File: config.mk
export PLATFORM = sky130hd
export DESIGN_NAME = sprite_motion_ctrl
export DESIGN_NICKNAME = d
export VERILOG_FILES = /design/src/rtl/sprite_motion_ctrl.sv
export SDC_FILE = /design/constraint.sdc
export NUM_CORES = 1
export LEC_CHECK = 0
export BUFFER_PORTS_ARGS = -buffer_cell sky130_fd_sc_hd__buf_2
export CAP_MARGIN = 25
export CORE_MARGIN = 2
export CORE_UTILIZATION = 35
export DETAILED_ROUTE_END_ITERATION = 10
export REMOVE_ABC_BUFFERS = 1
export SLEW_MARGIN = 20
export SYNTH_ARGS = -nofsm -noshare
export SYNTH_HDL_FRONTEND = slang
export SYNTH_SLANG_ARGS = --single-unit
File: constraint.sdc
create_clock -name clk -period 4.95 [get_ports clk]
set_input_delay 0.495 -clock clk [delete_from_list [all_inputs] [get_ports clk]]
set_output_delay 0.495 -clock clk [all_outputs]
set_load 0.01 [all_outputs]
File: src/rtl/sprite_motion_ctrl.sv
// sprite_motion_ctrl: frame-synchronous position/velocity controller for two sprites.
// Each vsync rising edge advances both sprites and bounces them off the screen edges.
// Optional box-overlap collision detection is compiled in with SPRITE_MOTION_COLLIDE_EN.
module sprite_motion_ctrl #(
  parameter int unsigned SCREEN_W = 256,
  parameter int unsigned SCREEN_H = 192,
  parameter int unsigned SPR_SIZE = 12
) (
  input  logic        clk,
  input  logic        rst,
  input  logic        frame_tick,
  input  logic        wr_en,
  input  logic [2:0]  wr_addr,
  input  logic [15:0] wr_data,
  input  logic [2:0]  rd_addr,
  output logic [15:0] rd_data,
  output logic [7:0]  spr0_x,
  output logic [7:0]  spr0_y,
  output logic [7:0]  spr1_x,
  output logic [7:0]  spr1_y,
  output logic        spr0_hflip,
  output logic        spr1_hflip,
  output logic        update_done,
  output logic        collide_irq
);

  localparam logic [7:0] X_MAX = 8'(SCREEN_W - SPR_SIZE);
  localparam logic [7:0] Y_MAX = 8'(SCREEN_H - SPR_SIZE);

  localparam logic [2:0] A_CTRL   = 3'd0;
  localparam logic [2:0] A_STATUS = 3'd1;
  localparam logic [2:0] A_S0POS  = 3'd2;
  localparam logic [2:0] A_S0VEL  = 3'd3;
  localparam logic [2:0] A_S1POS  = 3'd4;
  localparam logic [2:0] A_S1VEL  = 3'd5;
  localparam logic [2:0] A_FRAME  = 3'd6;

  typedef enum logic [2:0] {
    ST_IDLE = 3'd0,
    ST_UPD0 = 3'd1,
    ST_UPD1 = 3'd2,
    ST_COLL = 3'd3,
    ST_DONE = 3'd4
  } state_t;

  typedef struct packed {
    logic [7:0] pos;
    logic [3:0] vel;
    logic       bounce;
  } axis_t;

  // Two's complement negate of a 4-bit velocity; -8 saturates to +7.
  function automatic logic [3:0] neg_sat(input logic [3:0] v);
    return (v == 4'b1000) ? 4'b0111 : (~v + 4'd1);
  endfunction

  // One axis step: advance by velocity, clamp and reflect at 0 and lim.
  function automatic axis_t axis_step(input logic [7:0] pos,
                                      input logic [3:0] vel,
                                      input logic [7:0] lim);
    logic signed [9:0] n;
    axis_t r;
    n = $signed({2'b00, pos}) + $signed({{6{vel[3]}}, vel});
    r.pos    = n[7:0];
    r.vel    = vel;
    r.bounce = 1'b0;
    if (n[9]) begin
      r.pos    = 8'd0;
      r.vel    = neg_sat(vel);
      r.bounce = 1'b1;
    end else if (n > $signed({2'b00, lim})) begin
      r.pos    = lim;
      r.vel    = neg_sat(vel);
      r.bounce = 1'b1;
    end
    return r;
  endfunction

  state_t      state_q, state_d;
  logic        tick_q;
  logic        vsync_rise;
  logic        ctrl_run, ctrl_irq_en;
  logic        coll_sticky;
  logic        coll_set;
  logic [15:0] framecnt;
  logic [3:0]  vel0_x, vel0_y, vel1_x, vel1_y;
  logic [7:0]  cur_x, cur_y;
  logic [3:0]  cur_vx, cur_vy;
  axis_t       ax, ay;
  logic        busy;
  logic        clr_w1c;

  assign vsync_rise = frame_tick & ~tick_q & ctrl_run;
  assign busy       = (state_q != ST_IDLE);
  assign clr_w1c    = wr_en && (wr_addr == A_STATUS) && wr_data[0];

  // Next-state logic for the update sequence.
  always_comb begin
    state_d = state_q;
    case (state_q)
      ST_IDLE: if (vsync_rise) state_d = ST_UPD0;
      ST_UPD0: state_d = ST_UPD1;
`ifdef SPRITE_MOTION_COLLIDE_EN
      ST_UPD1: state_d = ST_COLL;
`else
      ST_UPD1: state_d = ST_DONE;
`endif
      ST_COLL: state_d = ST_DONE;
      ST_DONE: state_d = ST_IDLE;
      default: state_d = ST_IDLE;
    endcase
  end

  // State register, vsync history and the done pulse.
  always_ff @(posedge clk) begin
    if (rst) begin
      state_q     <= ST_IDLE;
      tick_q      <= 1'b0;
      update_done <= 1'b0;
    end else begin
      state_q     <= state_d;
      tick_q      <= frame_tick;
      update_done <= (state_d == ST_DONE);
    end
  end

  // Shared axis datapath; the sprite being updated is picked by the state.
  always_comb begin
    cur_x  = spr0_x;
    cur_y  = spr0_y;
    cur_vx = vel0_x;
    cur_vy = vel0_y;
    if (state_q == ST_UPD1) begin
      cur_x  = spr1_x;
      cur_y  = spr1_y;
      cur_vx = vel1_x;
      cur_vy = vel1_y;
    end
    ax = axis_step(cur_x, cur_vx, X_MAX);
    ay = axis_step(cur_y, cur_vy, Y_MAX);
  end

`ifdef SPRITE_MOTION_COLLIDE_EN
  logic [8:0] diff_x, diff_y;

  // Box overlap test on the freshly updated positions.
  always_comb begin
    diff_x = (spr0_x >= spr1_x) ? ({1'b0, spr0_x} - {1'b0, spr1_x})
                                : ({1'b0, spr1_x} - {1'b0, spr0_x});
    diff_y = (spr0_y >= spr1_y) ? ({1'b0, spr0_y} - {1'b0, spr1_y})
                                : ({1'b0, spr1_y} - {1'b0, spr0_y});
    coll_set = (state_q == ST_COLL) &&
               (diff_x < 9'(SPR_SIZE)) && (diff_y < 9'(SPR_SIZE));
  end

  assign collide_irq = coll_sticky & ctrl_irq_en;
`else
  assign coll_set    = 1'b0;
  assign collide_irq = 1'b0;
`endif

  // Sprite position/velocity/flip; a CPU write in the same cycle overrides the FSM.
  always_ff @(posedge clk) begin
    if (rst) begin
      spr0_x     <= 8'd0;
      spr0_y     <= 8'd0;
      spr1_x     <= 8'd0;
      spr1_y     <= 8'd0;
      vel0_x     <= 4'd0;
      vel0_y     <= 4'd0;
      vel1_x     <= 4'd0;
      vel1_y     <= 4'd0;
      spr0_hflip <= 1'b0;
      spr1_hflip <= 1'b0;
    end else begin
      if (state_q == ST_UPD0) begin
        spr0_x <= ax.pos;
        spr0_y <= ay.pos;
        vel0_x <= ax.vel;
        vel0_y <= ay.vel;
        if (ax.bounce) spr0_hflip <= ~spr0_hflip;
      end
      if (state_q == ST_UPD1) begin
        spr1_x <= ax.pos;
        spr1_y <= ay.pos;
        vel1_x <= ax.vel;
        vel1_y <= ay.vel;
        if (ax.bounce) spr1_hflip <= ~spr1_hflip;
      end
      if (wr_en) begin
        case (wr_addr)
          A_S0POS: begin
            spr0_x <= wr_data[7:0];
            spr0_y <= wr_data[15:8];
          end
          A_S0VEL: begin
            vel0_x <= wr_data[3:0];
            vel0_y <= wr_data[11:8];
          end
          A_S1POS: begin
            spr1_x <= wr_data[7:0];
            spr1_y <= wr_data[15:8];
          end
          A_S1VEL: begin
            vel1_x <= wr_data[3:0];
            vel1_y <= wr_data[11:8];
          end
          default: ;
        endcase
      end
    end
  end

  // Control, sticky collision flag and frame counter.
  always_ff @(posedge clk) begin
    if (rst) begin
      ctrl_run    <= 1'b0;
      ctrl_irq_en <= 1'b0;
      coll_sticky <= 1'b0;
      framecnt    <= 16'd0;
    end else begin
      if (wr_en && (wr_addr == A_CTRL)) begin
        ctrl_run    <= wr_data[0];
        ctrl_irq_en <= wr_data[1];
      end
      if (clr_w1c) coll_sticky <= 1'b0;
      if (coll_set) coll_sticky <= 1'b1;
      if (state_q == ST_DONE) framecnt <= framecnt + 16'd1;
    end
  end

  // Register readback.
  always_comb begin
    rd_data = 16'd0;
    case (rd_addr)
      A_CTRL:   rd_data = {14'd0, ctrl_irq_en, ctrl_run};
      A_STATUS: rd_data = {14'd0, busy, coll_sticky};
      A_S0POS:  rd_data = {spr0_y, spr0_x};
      A_S0VEL:  rd_data = {4'd0, vel0_y, 4'd0, vel0_x};
      A_S1POS:  rd_data = {spr1_y, spr1_x};
      A_S1VEL:  rd_data = {4'd0, vel1_y, 4'd0, vel1_x};
      A_FRAME:  rd_data = framecnt;
      default:  rd_data = 16'd0;
    endcase
  end

endmodule

After elaboration in Yosys (flattened, before gate mapping):

Index checks and enable logic that the tools add are counted.

* register bits: 73
* bits of input ports: 26
* logic and storage cells: 92

* add/subtract/negate cells: 5
* magnitude comparators: 2
* eq/ne operators: 17
* mux-type cells: 37
* bitwise operators: 7
* reductions and logical operators: 8

Operators with widths (count)
* 2-to-1 mux 8 bit: 14
* one-hot mux 16 bit (7 select lines): 1
* 2-to-1 mux 4 bit: 16
* 2-to-1 mux 13 bit: 4
* equality test 3 bit (second input constant): 7
* adder 9 x 4 -> 10 bit: 2
* greater-than comparator 10 x 9 -> 1 bit (second input constant): 2
* equality test 3 x 2 -> 1 bit (second input constant): 6
* adder 16 x 1 -> 16 bit (second input constant): 1
* logical NOT 3 bit: 3
* one-hot mux 3 bit (3 select lines): 1
* adder 4 x 1 -> 4 bit (second input constant): 2
* equality test 4 bit (second input constant): 2
* NOT 4 bit: 2
* equality test 3 x 1 -> 1 bit (second input constant): 2
* AND reduction 2 bit: 2
* 2-to-1 mux 3 bit: 1
* NOT 1 bit: 3
* nonzero test 3 bit: 1
* bitwise AND 1 bit: 2
* OR reduction 2 bit: 1
* logical AND 1 bit: 1

Depth between registers and ports, before layout:

Gate-level depths: netlist of the first run.

* depth in word-level cells: 10
* gate-level depth with buffers: 18
* mapped depth without buffers: 14

Least setup slack after synthesis of the first run:

OpenSTA, ideal clock, no wires.

* path kind: register to register
* start point: register state_q[1]
* end point: register vel1_y[2]
* library setup time: 0.117 ns
* arrival time: 4.212 ns
* path slack: 0.620 ns
* cell stages (with the launch flop): 19
* cell sequence: dfxtp_1 or3b_4 buf_12 buf_6 clkbuf_1 clkbuf_1 nand2_1 nand2_1 ha_1 maj3_2 and3_4 a311oi_4 o21ai_2 a221o_1 xor2_2 or3_1 buf_2 a31o_1 a32o_1

* longest elaborated chain between the ends: 10
* elaborated cells on any way between the ends: 14
* those cells by class: add/sub: 2; order compare: 1; eq/ne: 2; mux: 8; bitwise: 1

RTL lines
* start, declared: RTL line 79 `state_t state_q, state_d;`
* start signal, assigned: RTL line 121 `state_q <= state_d;`
* equality test 3 x 2 -> 1 bit *: RTL line 133, 183
* branches (longest 6 deep; another with adder 9 x 4 -> 10 bit)
* 2-to-1 mux 4 bit *: RTL line 183 `if (state_q == ST_UPD1) begin`
* 2-to-1 mux 4 bit: RTL line 191 `case (wr_addr)`
* 2-to-1 mux 4 bit *: RTL line 190 `if (wr_en) begin`
* end signal, assigned: RTL line 187 `vel1_y <= ay.vel;`
* end signal, assigned: RTL line 206 `vel1_y <= wr_data[11:8];`
* end, declared: RTL line 86 `logic [3:0] vel0_x, vel0_y, vel1_x, vel1_y;`

Mark *: on every way between the ends.
A chain may end at the register's enable or synchronous reset.

Worst setup path in the final report of the first run:

Same ends and word-level chain as after synthesis.

==> impl.org, run 1 <==
** Global routing
- Via count of the first global-routing pass :: 5361
- Global routing consumed, over all layers together, 20.9% of the routing resources.
- met1 is the most crowded layer.
- Pin count of the biggest net entering global routing :: 48
- Antenna violations before repair :: 0
- The total overflow left after global routing is 0.
- First-pass GRT wire length :: roughly 29000 um
- For met3 alone, demand over resource in global routing was under 10%.
- For met2 alone, demand over resource in global routing was a little under a third.
- In the global route stage, met1 resource usage came out at 31.0%.

** Logic synthesis
- Seq/Total Area, Yosys :: about 25%
- The mapped netlist covers 5780 um^2.
- Count of cell types in the netlist :: 83
- Count of synthesis-stage warnings from yosys :: 0
- The average instance in the mapped netlist occupies 7.60 um^2.
- Leading register cell type out of synthesis :: sky130_fd_sc_hd__dfxtp_1
- The cell count after synthesis came out at 760.
- Synthesis inferred 73 register bits.
- Post-synth EDFFs :: 0
- Async SR Flop Fraction :: 0%

** Critical path
- Walking the worst path, the cells encountered are or3b_4 > nand2_1 > a21boi_0 > inv_1 > ha_1 > maj3_2 > and3_4 > a311oi_4 > o21ai_2 > a221o_1 > xor2_2 > or3_1 > a31o_1 > a32o_1.
- The startpoint identified for the worst register-to-register timing path is state_q[1].
- The worst setup path is captured at a flop.
- The critical path is of the flop to flop type.
- The worst setup path is launched from a flop.
- Startpoint of the worst setup timing path :: state_q[1]
- Worst setup path end :: vel1_y[2]
- Endpoint of the lowest-slack register-to-register path :: vel1_y[2]
- For this run, the slowest stage of the critical path takes between 500 and 600 ps.
- Among all stages on the critical path, the largest delay is contributed by sky130_fd_sc_hd__or3b_4.
- The setup check on the worst reg-to-reg path leaves a slack of 460 ps.
- Number of cells on the worst reg-to-reg path :: 14
- Worst endpoint required time :: 5190 ps
- Along the worst path, the maximum fanout reaches 17.
- Arrival @ worst endpoint :: around 4700 ps

** Timing
- Clock skew on the completed layout was measured at between 7 and 8 ps.
- After routing, the total negative slack on setup checks comes to 0 ps.
- The final-report max-slew violation count is 0.
- Final critical-path required period :: 4490 ps
- Transition time of the tightest slew-check pin :: 958 ps
- Measured against its own limit, the worst slew margin works out to a little over a third.
- After layout, the worst path uses 90.8% of the clock period.
- Hold violation total from the final report :: 0
- Hold timing on the final database bottoms out at a slack of between 300 and 400 ps.
- Max Clk Rate :: 0.223 GHz
- RSZ-0062 raised after global routing :: false
- Setup violations remaining at the end of the flow were counted as 0.

** Routing
- Initial DRC Count :: 516
- Routed wire per std cell :: 17.8 um
- Number of DRC violations after detailed routing :: 0
- After detailed routing, the number of vias per cell comes to roughly 5.7.
- After detailed routing, the total wire length is ~18000 um.
- The count of nets left with antenna violations once routing finished came out at 0.
- Number of search-and-repair iterations in the first detailed-routing pass :: 5
- Total number of vias :: between 5000 and 6000

** Finish
- Count of inserted antenna diode cells :: 0
- Leaving out fill and tap cells, the most frequent cell in the layout is sky130_fd_sc_hd__nand2_1.
- Fill cells in the final layout number 1709.
- Relative to the synthesized area, the layout overhead comes to 13.7%.
- Final nets :: 846
- Proportion of layout cells with a drive suffix above 1 :: 18.6%
- Leading cell types in the layout, fill and taps excluded :: sky130_fd_sc_hd__nand2_1 (118), sky130_fd_sc_hd__nor2_1 (114), sky130_fd_sc_hd__buf_2 (76), sky130_fd_sc_hd__dfxtp_1 (73), sky130_fd_sc_hd__a21oi_1 (40)

** Placement
- Summed over all nets, the half-perimeter wirelength after detailed placement is between 10000 and 15000 um.
- Count of port buffers added during placement :: 76
- Final GP Congestion :: 0.891

** Clocking
- TritonCTS built the clock tree.
- The cell sitting at the root of the clock tree is a sky130_fd_sc_hd__clkbuf_16.
- The H-tree was split into 3 levels.
- Clock-pin slew was measured on the worst setup and hold paths at 60 ps.
- TritonCTS buffer count :: 9
- Clk Latency, worst-skew pair :: 350 ps
- After clock tree synthesis, the setup repair step added 0 buffers.
- Number of buffers inserted for hold repair after clock tree synthesis :: 0
- Counting along the longest clock path gives a buffer depth of 2.
- Clock tree synthesis found a total of 73 sinks.
- Resized Gates After CTS :: 0

** Floorplan
- Std-Cell Core Area :: 16000 um^2
- Row Count :: between 40 and 50
- For this design the top-level I/O count stands at 78.
- Once the floorplan was initialized, standard cells occupied 36.1% of the core.
- Die Footprint :: ~18000 um^2
- Vertical die dimension :: 132 um
- Horiz. Die Dim :: 132 um

** Power
- The worst-case IR drop observed on VDD is 0.163 mV.
- For this design the ratio of total power to cell area is between 200 and 250 nW/um^2.
- For this design the static power due to leakage is between 2 and 3 nW.

** Run
- Max-cap violations in this run came to 0.

** Run status
- Outcome :: complete, no violations

** Worst hold path
- In this run the worst hold path is classified as flop to flop.
-- synthesized netlist by cell type (all sizes together), types with 16 or more instances --
master | n | area share, %
o21ai | 22 | 2.1
a211oi | 20 | 2.6
xor2 | 21 | 3.4
nor2 | 114 | 7.4
nand3 | 32 | 2.9
mux2i | 24 | 4.6
nand2 | 119 | 7.8
ha | 16 | 3.5
a311oi | 26 | 4.9
clkbuf | 43 | 3.3
xnor2 | 17 | 2.6
dfxtp | 73 | 25
a21oi | 42 | 3.8
-- metal layers --
metal | up-vias | wire, um
met2 | 209 | 7660
met3 | 24 | 1100
li1 | 2856 | -
met5 | - | 0
met4 | 0 | 316
met1 | 2754 | 9130
-- logic make-up (layout without fill, tap and decap cells) --
logic type                 after synthesis  after routing  share of synthesized area [%]
and+or+nand+nor                        344            344                           27.6
buffers and inverters                   62            110                           5.37
other                                    1              1                         0.0649
muxes                                   33             33                           6.35
DFF                                     73             73                           25.3
xor gates and xnor gates                38             38                           6.02
adders and majority gates               20             20                           4.18
AOI/OAI and AO/OA                      189            189                           25.1
-- state kept, by name, indices dropped and copies added, names as in the netlist --
| name | count |
|---|---|
| vel0_y | 4 |
| spr1_x | 8 |
| ctrl_irq_en | 1 |
| framecnt | 16 |
| vel0_x | 4 |
| vel1_x | 4 |
| spr0_y | 8 |
| spr1_hflip | 1 |
| spr0_hflip | 1 |
| spr0_x | 8 |
| vel1_y | 4 |
| ctrl_run | 1 |
| state_q | 3 |
| tick_q | 1 |
| update_done | 1 |
| spr1_y | 8 |
-- area by class of cell --
class	count	area [um^2]	area share, %
Multi-Input combinational cell	625	4010	61.1
Tap cell	216	270	4.11
Sequential cell	73	1460	22.2
Timing Repair Buffer	88	480	7.31
Inverter	7	26.3	0.400
Clock buffer	10	239	3.64
Clock inverter	5	80.1	1.22
-- worst max-delay path: cells and delay by family, from the launching register on --
kind            cells  cell delay (ps)
compound gates      6             1760
simple gates        4             1320
fa+ha+maj           2              570
flops               1              410
xor+xnor            1              200
buf+inv             1              110
-- stage by stage --
stage	cell area, um^2	instances	setup slack, ps	utilization [%]	power [mW]
after global placement	6240	1008	599	39.0	0.836
after detailed placement	6240	1008	493	39.0	0.838
final	6570	1024	456	41.1	1.55
after global routing	6570	1024	99.0	41.1	1.61
after CTS	6560	1023	474	41.0	1.56
after floorplan	5490	705	60.6	-	0.750
-- worst min path at each step --
stage / start / cells past startpoint / to
global route: tick_q / 1 / state_q[0]
CTS: frame_tick / 2 / tick_q
floorplan: tick_q / 1 / state_q[0]
finish: tick_q / 1 / state_q[0]
detailed placement: tick_q / 1 / state_q[0]
global placement: tick_q / 1 / state_q[0]
-- report_power, final --
group	internal, mW	total, mW	switching (mW)
clock	0.451	0.722	0.271
combinational	0.0748	0.200	0.125
sequential	0.602	0.627	0.0246
total	1.13	1.55	0.421
No activity file was read; power rests on OpenSTA's default activity.
==> run 2, diff against run 1 <==
--- a/config.mk
+++ b/config.mk
@@ -10,6 +10,7 @@
 export CORE_MARGIN = 2
 export CORE_UTILIZATION = 35
 export DETAILED_ROUTE_END_ITERATION = 10
+export GPL_TIMING_DRIVEN = 0
 export REMOVE_ABC_BUFFERS = 1
 export SLEW_MARGIN = 20
 export SYNTH_ARGS = -nofsm -noshare
==> run 2 against run 1 <==
- count of clock-buffer cells in the layout up 2
- critical path depth unchanged
- design area up 0.67%
- global-route usage about the same
- critical endpoint unchanged
- via count up 0.55%
- hold slack better by 1.6 ps
- clock skew down 1.8 ps
- sequential share of layout area down 0.15 points
- highest routed layer unchanged
- setup slack worse by 280 ps
==> impl.org, run 2 (synthesized netlist as in run 1, its figures left out) <==
** Timing
- RSZ-0062 raised after global routing: false (unchanged).
- The slew at the pin with the worst max-slew slack is 1000 ps (was 958 ps).
- The worst hold margin is 390 ps (was 388 ps).
- The relative slew slack was 33.1% (was 36.0%).
- Hold violation total from the final report :: 0 (unchanged)
- The worst clock skew was 5.42 ps (was 7.22 ps).
- Post-Route Setup TNS :: 0 ps (unchanged)
- Count of final setup violators :: 0 (unchanged)
- The minimum clock period after layout is 4780 ps (was 4490 ps).
- Max-slew violation count :: 0 (unchanged)
- The maximum frequency from static timing analysis was 0.209 GHz (was 0.223 GHz).
- Crit share post-route :: 96.5% (was 90.8%)

** Clocking
- Root cell of the clock tree :: sky130_fd_sc_hd__clkbuf_16 (unchanged)
- TritonCTS buffer count :: 9 (unchanged)
- Clock transition time at the flip-flop clock pins of the worst setup and hold paths :: 60 ps (about the same)
- Clock sinks :: 73 (unchanged)
- The clock latency on the worst-skew pair was 340 ps (was 350 ps).
- The TritonCTS clock tree is yes (unchanged).
- Max H-tree Level :: 3 (unchanged)
- The worst-case clock buffer depth was 2 (unchanged).

** Floorplan
- The count of boundary I/O pins was 78 (unchanged).
- Std-Cell Core Area :: 16000 um^2 (unchanged)
- The overall die area came to 17500 um^2 (unchanged).
- Horiz. Die Dim :: 132 um (unchanged)
- Vertical die dimension :: 132 um (unchanged)
- Starting utilization of the core area :: 36.1% (unchanged)
- Row Count :: 46 (unchanged)

** Routing
- The count of nets left with antenna violations after detail routing was 0 (unchanged).
- Total wire length :: 18800 um (was 18200 um)
- Total number of vias :: 5875 (was 5843)
- The post-detailed-route via-to-cell ratio was 5.73 (was 5.71).
- Number of DRC violations after detailed routing :: 0 (unchanged)
- The number of optimization iterations in the first detailed-route pass was 6 (was 5).
- Routed wire per std cell :: 18.3 um (was 17.8 um)
- Initial DRC Count :: 572 (was 516)

** Placement
- Dpl hpwl :: 12600 um (was 13000 um)
- The number of buffers added on ports was 76 (unchanged).
- The routability congestion estimate from global placement came to 0.863 (was 0.891).
- The total instance count after detailed placement came to 1002 (was 1008).

** Finish
- Leading cell types in the layout, fill and taps excluded: sky130_fd_sc_hd__nand2_1 (117), sky130_fd_sc_hd__nor2_1 (114), sky130_fd_sc_hd__buf_2 (76), sky130_fd_sc_hd__dfxtp_1 (73), sky130_fd_sc_hd__a21oi_1 (40) (was sky130_fd_sc_hd__nand2_1 (118), sky130_fd_sc_hd__nor2_1 (114), sky130_fd_sc_hd__buf_2 (76), sky130_fd_sc_hd__dfxtp_1 (73), sky130_fd_sc_hd__a21oi_1 (40)).
- The post-layout net count came to 847 (was 846).
- Relative area change from synthesis to final layout :: 14.5% (was 13.7%)
- The multi-input logic area is 4040 um^2 (was 4010 um^2).
- The proportion of layout cells with a drive suffix above 1 was 18.8% (was 18.6%).
- The number of diodes is 0 (unchanged).
- Filler instances :: 1712 (was 1709)
- Register area :: 1460 um^2 (unchanged)
- Largest reg by FF count :: framecnt (unchanged)
- Number of flip-flops in the largest register :: 16 (unchanged)
- Non-filler instance count after layout :: 1025 (was 1024)
- The commonest non-fill, non-tap cell in the layout is sky130_fd_sc_hd__nand2_1 (unchanged).

** Global routing
- Via count of the first global-routing pass :: 5333 (was 5361)
- Most used routing layer :: met1 (unchanged)
- M2 GR Usage :: 30.9% (was 30.5%)
- The routing usage on met1 is 30.9% (was 31.0%).
- First-pass GRT wire length :: 29400 um (about the same)
- The sum of overflow across all layers after global routing is 0 (unchanged).
- Met3 global-route usage :: 4.44% (was 3.22%)
- Pin count of the biggest net entering global routing :: 61 (was 48)
- Antenna violations before repair :: 0 (unchanged)
- Global-route usage over all layers :: 20.9% (about the same)

** Run status
- Outcome: complete, no violations (unchanged).

** Critical path
- Arrival @ worst endpoint :: 5020 ps (was 4740 ps)
- Crit path buf inv count :: 1 (unchanged)
- Crit path capture type :: flop (unchanged)
- Cell chain of the critical path :: or3b_4 > nand2_1 > a21boi_1 > inv_1 > ha_1 > maj3_2 > and3_4 > a311oi_4 > o21ai_2 > a221o_1 > xor2_2 > or3_1 > a31o_1 > a32o_1 (was or3b_4 > nand2_1 > a21boi_0 > inv_1 > ha_1 > maj3_2 > and3_4 > a311oi_4 > o21ai_2 > a221o_1 > xor2_2 > or3_1 > a31o_1 > a32o_1)
- The critical path class is flop to flop (unchanged).
- Worst path top cell family by delay :: compound AO/OA/AOI/OAI gates (unchanged)
- The highest-delay cell along the critical path was sky130_fd_sc_hd__or3b_4 (unchanged).
- Startpoint type of the worst setup path :: flop (unchanged)
- Largest stage delay on the critical path :: 640 ps (was 530 ps)
- Max FO, Critical Path :: 28 (was 17)
- The required time of the worst setup path was 5190 ps (about the same).

** Power
- Leakage dissipation :: 2.73 nW (was 2.70 nW)
- The largest voltage drop on the vdd net came to 0.171 mV (was 0.163 mV).
- The power per unit of standard cell area was 227 nW/um^2 (was 236 nW/um^2).

** Run
- The max capacitance violation total is 0 (unchanged).

** Worst hold path
- The type of the most critical hold path was flop to flop (unchanged).
-- run 2: power breakdown --
part	switching [mW]	internal [mW]
logic	0.127	0.0765
clock network	0.259	0.414
registers	0.0248	0.602
total	0.411	1.09
-- run 2: path summary, 6_finish.rpt --
| kind | startpoint | endpoint | slack (ps) | cells after the start |
|---|---|---|---|---|
| setup reg to reg | state_q[1] | vel1_y[2] | 170 | 14 |
| setup / recovery | state_q[1] | vel1_y[2] | 170 | 14 |
| hold reg to reg | tick_q | state_q[0] | 390 | 1 |
| hold / removal | tick_q | state_q[0] | 390 | 1 |
-- run 2: repair_timing --
action,4_1_cts,5_1_grt
pin swaps,0,1
setup endpoints to repair,13,32
gates cloned,0,2
resized for setup,1,1
hold buffers,0,0
setup buffers,0,6
-- run 2: metrics by stage --
stage / util (%) / setup WS (ps) / area (um^2) / total power [mW]
after floorplan: - / 60.6 / 5490 / 0.750
after global placement: 38.4 / -1740 / 6140 / 0.832
final: 41.3 / 171 / 6610 / 1.50
after CTS: 40.9 / 50.2 / 6550 / 1.51
after detailed placement: 39.0 / -146 / 6250 / 0.838
after global routing: 41.3 / 5.11 / 6610 / 1.56
-- run 2: worst reg2reg max path, cell delays in order (launching register included) --
cell,delay [ps]
sky130_fd_sc_hd__dfxtp_1,500
sky130_fd_sc_hd__or3b_4,650
sky130_fd_sc_hd__nand2_1,130
sky130_fd_sc_hd__a21boi_1,350
sky130_fd_sc_hd__inv_1,110
sky130_fd_sc_hd__ha_1,260
sky130_fd_sc_hd__maj3_2,320
sky130_fd_sc_hd__and3_4,190
sky130_fd_sc_hd__a311oi_4,380
sky130_fd_sc_hd__o21ai_2,160
sky130_fd_sc_hd__a221o_1,390
sky130_fd_sc_hd__xor2_2,230
sky130_fd_sc_hd__or3_1,530
sky130_fd_sc_hd__a31o_1,250
sky130_fd_sc_hd__a32o_1,230
-- run 2: final cells by class --
| class | instances | share of cell area, % |
|---|---|---|
| clock inverters | 3 | 0.605 |
| inverters | 7 | 0.397 |
| clock buffers | 12 | 3.88 |
| multi-input cells | 627 | 61.2 |
| flip-flops and latches | 73 | 22.1 |
| well taps | 216 | 4.09 |
| repair buffers | 87 | 7.78 |
-- run 2: routing by layer --
layer / routed length (um) / vias to the layer above
met4: 189 / 0
li1: - / 2860
met3: 1240 / 18
met2: 7980 / 204
met1: 9350 / 2793
met5: 0 / -
==> run 3, diff against run 2 <==
--- a/config.mk
+++ b/config.mk
@@ -6,11 +6,12 @@
 export NUM_CORES = 1
 export LEC_CHECK = 0
 export BUFFER_PORTS_ARGS = -buffer_cell sky130_fd_sc_hd__buf_2
-export CAP_MARGIN = 25
+export CAP_MARGIN = 5
 export CORE_MARGIN = 2
 export CORE_UTILIZATION = 35
 export DETAILED_ROUTE_END_ITERATION = 10
 export GPL_TIMING_DRIVEN = 0
+export PLACE_DENSITY = 0.57
 export REMOVE_ABC_BUFFERS = 1
 export SLEW_MARGIN = 20
 export SYNTH_ARGS = -nofsm -noshare
==> run 3 against run 2 <==
- clock skew rose by 5.0 ps
- combinational power barely moved
- routed wire length rose by 1.3%
- die area did not move
- design area rose by 0.53%
- first-iteration DRC count rose by 3.7%
- hold slack got worse by 6.5 ps
- sequential share of layout area fell by 0.12 points
- highest routed layer unchanged
- clock power rose by 16%
- sequential power barely moved
==> impl.org, run 3 (synthesized netlist as in run 1, its figures left out) <==
** Critical path
- The highest-delay cell along the critical path was sky130_fd_sc_hd__or3b_4 (unchanged).
- Cell chain of the critical path: or3b_4 > nand2_1 > a21boi_1 > inv_1 > ha_1 > maj3_2 > and3_4 > a311oi_4 > o21ai_2 > a221o_1 > xor2_2 > or3_1 > a31o_1 > a32o_1 (unchanged).
- The critical path class was flop to flop (unchanged).
- The launching element type of the critical path was a flop (unchanged).
- The data arrival time of the critical path came to 5020 ps (about the same).
- The required time of the worst setup path was 5200 ps (was 5190 ps).
- The maximum fanout along the worst path came to 28 (unchanged).
- Crit path capture type :: flop (unchanged)
- Largest stage delay on the critical path :: 640 ps (about the same)

** Routing
- The post-detailed-route via-to-cell ratio is 5.75 (was 5.73).
- Total number of vias :: 5878 (was 5875)
- The sum of routed wire length over all layers is 19000 um (was 18800 um).
- Number of DRC violations after detailed routing :: 0 (unchanged)
- Routed wire per std cell :: 18.6 um (was 18.3 um)
- Initial DRC Count :: 593 (was 572)
- The count of nets left with antenna violations after detail routing came to 0 (unchanged).
- The number of optimization iterations in the first detailed-route pass came to 5 (was 6).

** Finish
- The cell area after layout is 6650 um^2 (was 6610 um^2).
- Largest reg by FF count :: framecnt (unchanged)
- Proportion of layout cells with a drive suffix above 1 :: 18.9% (was 18.8%)
- Register area :: 1460 um^2 (unchanged)
- The flip-flop count of the largest register, all copies and words added came to 16 (unchanged).
- The commonest non-fill, non-tap cell in the layout is sky130_fd_sc_hd__nand2_1 (unchanged).
- The fill cell total of the finished layout is 1745 (was 1712).
- Non-filler instance count after layout :: 1022 (was 1025)
- Leading cell types in the layout, fill and taps excluded :: sky130_fd_sc_hd__nand2_1 (116), sky130_fd_sc_hd__nor2_1 (114), sky130_fd_sc_hd__buf_2 (75), sky130_fd_sc_hd__dfxtp_1 (73), sky130_fd_sc_hd__a21oi_1 (40) (was sky130_fd_sc_hd__nand2_1 (117), sky130_fd_sc_hd__nor2_1 (114), sky130_fd_sc_hd__buf_2 (76), sky130_fd_sc_hd__dfxtp_1 (73), sky130_fd_sc_hd__a21oi_1 (40))
- Final nets :: 843 (was 847)
- The synthesis-to-finish area growth was 15.1% (was 14.5%).
- The multi-input logic area was 4050 um^2 (was 4040 um^2).
- Count of inserted antenna diode cells :: 0 (unchanged)

** Floorplan
- The vertical die dimension came to 132 um (unchanged).
- The width of the chip came to 132 um (unchanged).
- Number of I/O pins :: 78 (unchanged)
- The area of the placeable core is 16000 um^2 (unchanged).
- The overall die area came to 17500 um^2 (unchanged).
- The initial standard-cell utilization of the core was 36.1% (unchanged).
- Row Count :: 46 (unchanged)

** Global routing
- The global-route wire length before repair was 29200 um (was 29400 um).
- The pin count of the biggest net entering global routing is 59 (was 61).
- Via count of the first global-routing pass :: 5171 (was 5333)
- The number of antenna violations at the first check in global routing is 0 (unchanged).
- The sum of overflow across all layers after global routing is 0 (unchanged).
- Global-route usage over all layers :: 20.8% (was 20.9%)

** Clocking
- The number of buffers added by the clock tree synthesis step was 9 (unchanged).
- Clock sinks :: 73 (unchanged)
- Max H-tree Level :: 3 (unchanged)
- Root cell of the clock tree :: sky130_fd_sc_hd__clkbuf_16 (unchanged)
- The worst-case clock buffer depth was 2 (unchanged).
- CTS tree :: yes (unchanged)
- The clock latency on the worst-skew pair came to 360 ps (was 340 ps).
- Clock transition time at the flip-flop clock pins of the worst setup and hold paths :: 70 ps (was 60 ps)
- The post-cts hold buffer count is 0 (unchanged).

** Run status
- Outcome :: complete, no violations (unchanged)

** Placement
- The number of buffers added on ports came to 76 (unchanged).
- The placed standard-cell area is 6260 um^2 (was 6250 um^2).
- The total instance count after detailed placement was 1002 (unchanged).
- Dpl hpwl :: 12800 um (was 12600 um)
- The routability congestion estimate from global placement came to 0.866 (was 0.863).

** Timing
- The number of setup violations in the final report is 0 (unchanged).
- The number of hold violations in the final report is 0 (unchanged).
- The final-report max-slew violation count is 0 (unchanged).
- Relative max-transition margin :: 35.3% (was 33.1%)
- The final critical-path share of the clock period was 96.3% (was 96.5%).
- Transition time of the tightest slew-check pin :: 968 ps (was 1000 ps)
- Worst clock skew on the final layout :: 10.4 ps (was 5.42 ps)
- Max Clk Rate :: 0.210 GHz (was 0.209 GHz)
- The worst hold margin came to 383 ps (was 390 ps).
- Final critical-path required period :: 4770 ps (was 4780 ps)

** Power
- The power per unit of standard cell area is 242 nW/um^2 (was 227 nW/um^2).
- Largest voltage drop on the vdd net :: 0.178 mV (was 0.171 mV)
- Leakage dissipation :: 2.73 nW (about the same)

** Worst hold path
- Min-delay worst type :: input pin to flop (was flop to flop)

** Run
- Total of max-cap violations :: 0 (unchanged)
==> run 3: changes by cell type in the layout (fill, tap and decap cells not counted) <==
cell	delta
sky130_fd_sc_hd__nand2_1	-1
sky130_fd_sc_hd__nor3b_2	+1
sky130_fd_sc_hd__buf_8	+1
sky130_fd_sc_hd__bufinv_16	+2
sky130_fd_sc_hd__nand2_2	+1
sky130_fd_sc_hd__clkinv_4	+1
sky130_fd_sc_hd__clkinv_2	-1
sky130_fd_sc_hd__clkbuf_8	-2
sky130_fd_sc_hd__clkbuf_1	-1
sky130_fd_sc_hd__buf_2	-1
sky130_fd_sc_hd__buf_4	-4
sky130_fd_sc_hd__nor3b_1	-1
sky130_fd_sc_hd__clkinvlp_4	+2
==> run 3: metrics by stage <==
step	power [mW]	setup slack (ps)	setup TNS (ps)	util, %
2_1_floorplan	0.750	60.6	0	-
3_3_place_gp	0.834	-1760	-73770	38.4
3_5_place_dp	0.840	-189	-1860	39.1
4_1_cts	1.62	27.9	0	41.3
5_1_grt	1.67	-1.67	-1.67	41.5
6_report	1.61	181	0	41.5
==> run 3: report_power, final <==
part           leakage (nW)  switching, mW  internal [mW]
sequential            0.592         0.0250          0.602
combinational          1.97          0.129         0.0764
clock                 0.162          0.286          0.492
total                  2.73          0.440           1.17
==> run 3: layout make-up <==
cell class / instances / area share (%)
Clock inverter: 7 / 1.79
Sequential cell: 73 / 22.0
Clock buffer: 9 / 3.39
Timing Repair Buffer: 83 / 7.43
Inverter: 7 / 0.395
Multi-Input combinational cell: 627 / 60.9
Tap cell: 216 / 4.07
==> run 3: critical path, delay by kind of cell, from the launching register on <==
| family | cells | cell delay, ps |
|---|---|---|
| DFF | 1 | 500 |
| AOI/OAI and AO/OA | 6 | 1730 |
| xor gates and xnor gates | 1 | 230 |
| buffers and inverters | 1 | 110 |
| adders and majority gates | 2 | 580 |
| and+or+nand+nor | 4 | 1500 |
==> run 3: path summary, 6_finish.rpt <==
kind               from  slack [ps]  cells past startpoint    endpoint
max          state_q[1]         180                     14   vel1_y[2]
max reg2reg  state_q[1]         180                     14   vel1_y[2]
min reg2reg      tick_q         380                      1  state_q[0]
min          frame_tick         380                      2      tick_q
==> run 3: per-layer routing <==
metal | vias to the layer above | routed length, um | global-route usage, %
li1 | 2864 | - | -
met1 | 2801 | 9640 | 31.8
met2 | 199 | 7890 | 30.0
met3 | 14 | 1240 | 3.18
met4 | 0 | 230 | 5.68
met5 | - | 0 | 0
==> run 3: timing repair <==
item	4_1_cts	5_1_grt
buffers inserted	0	2
pin swaps	0	2
hold endpoints to repair	0	0
gates cloned	0	2
gates resized for setup	1	1
endpoints found under the setup margin	13	28
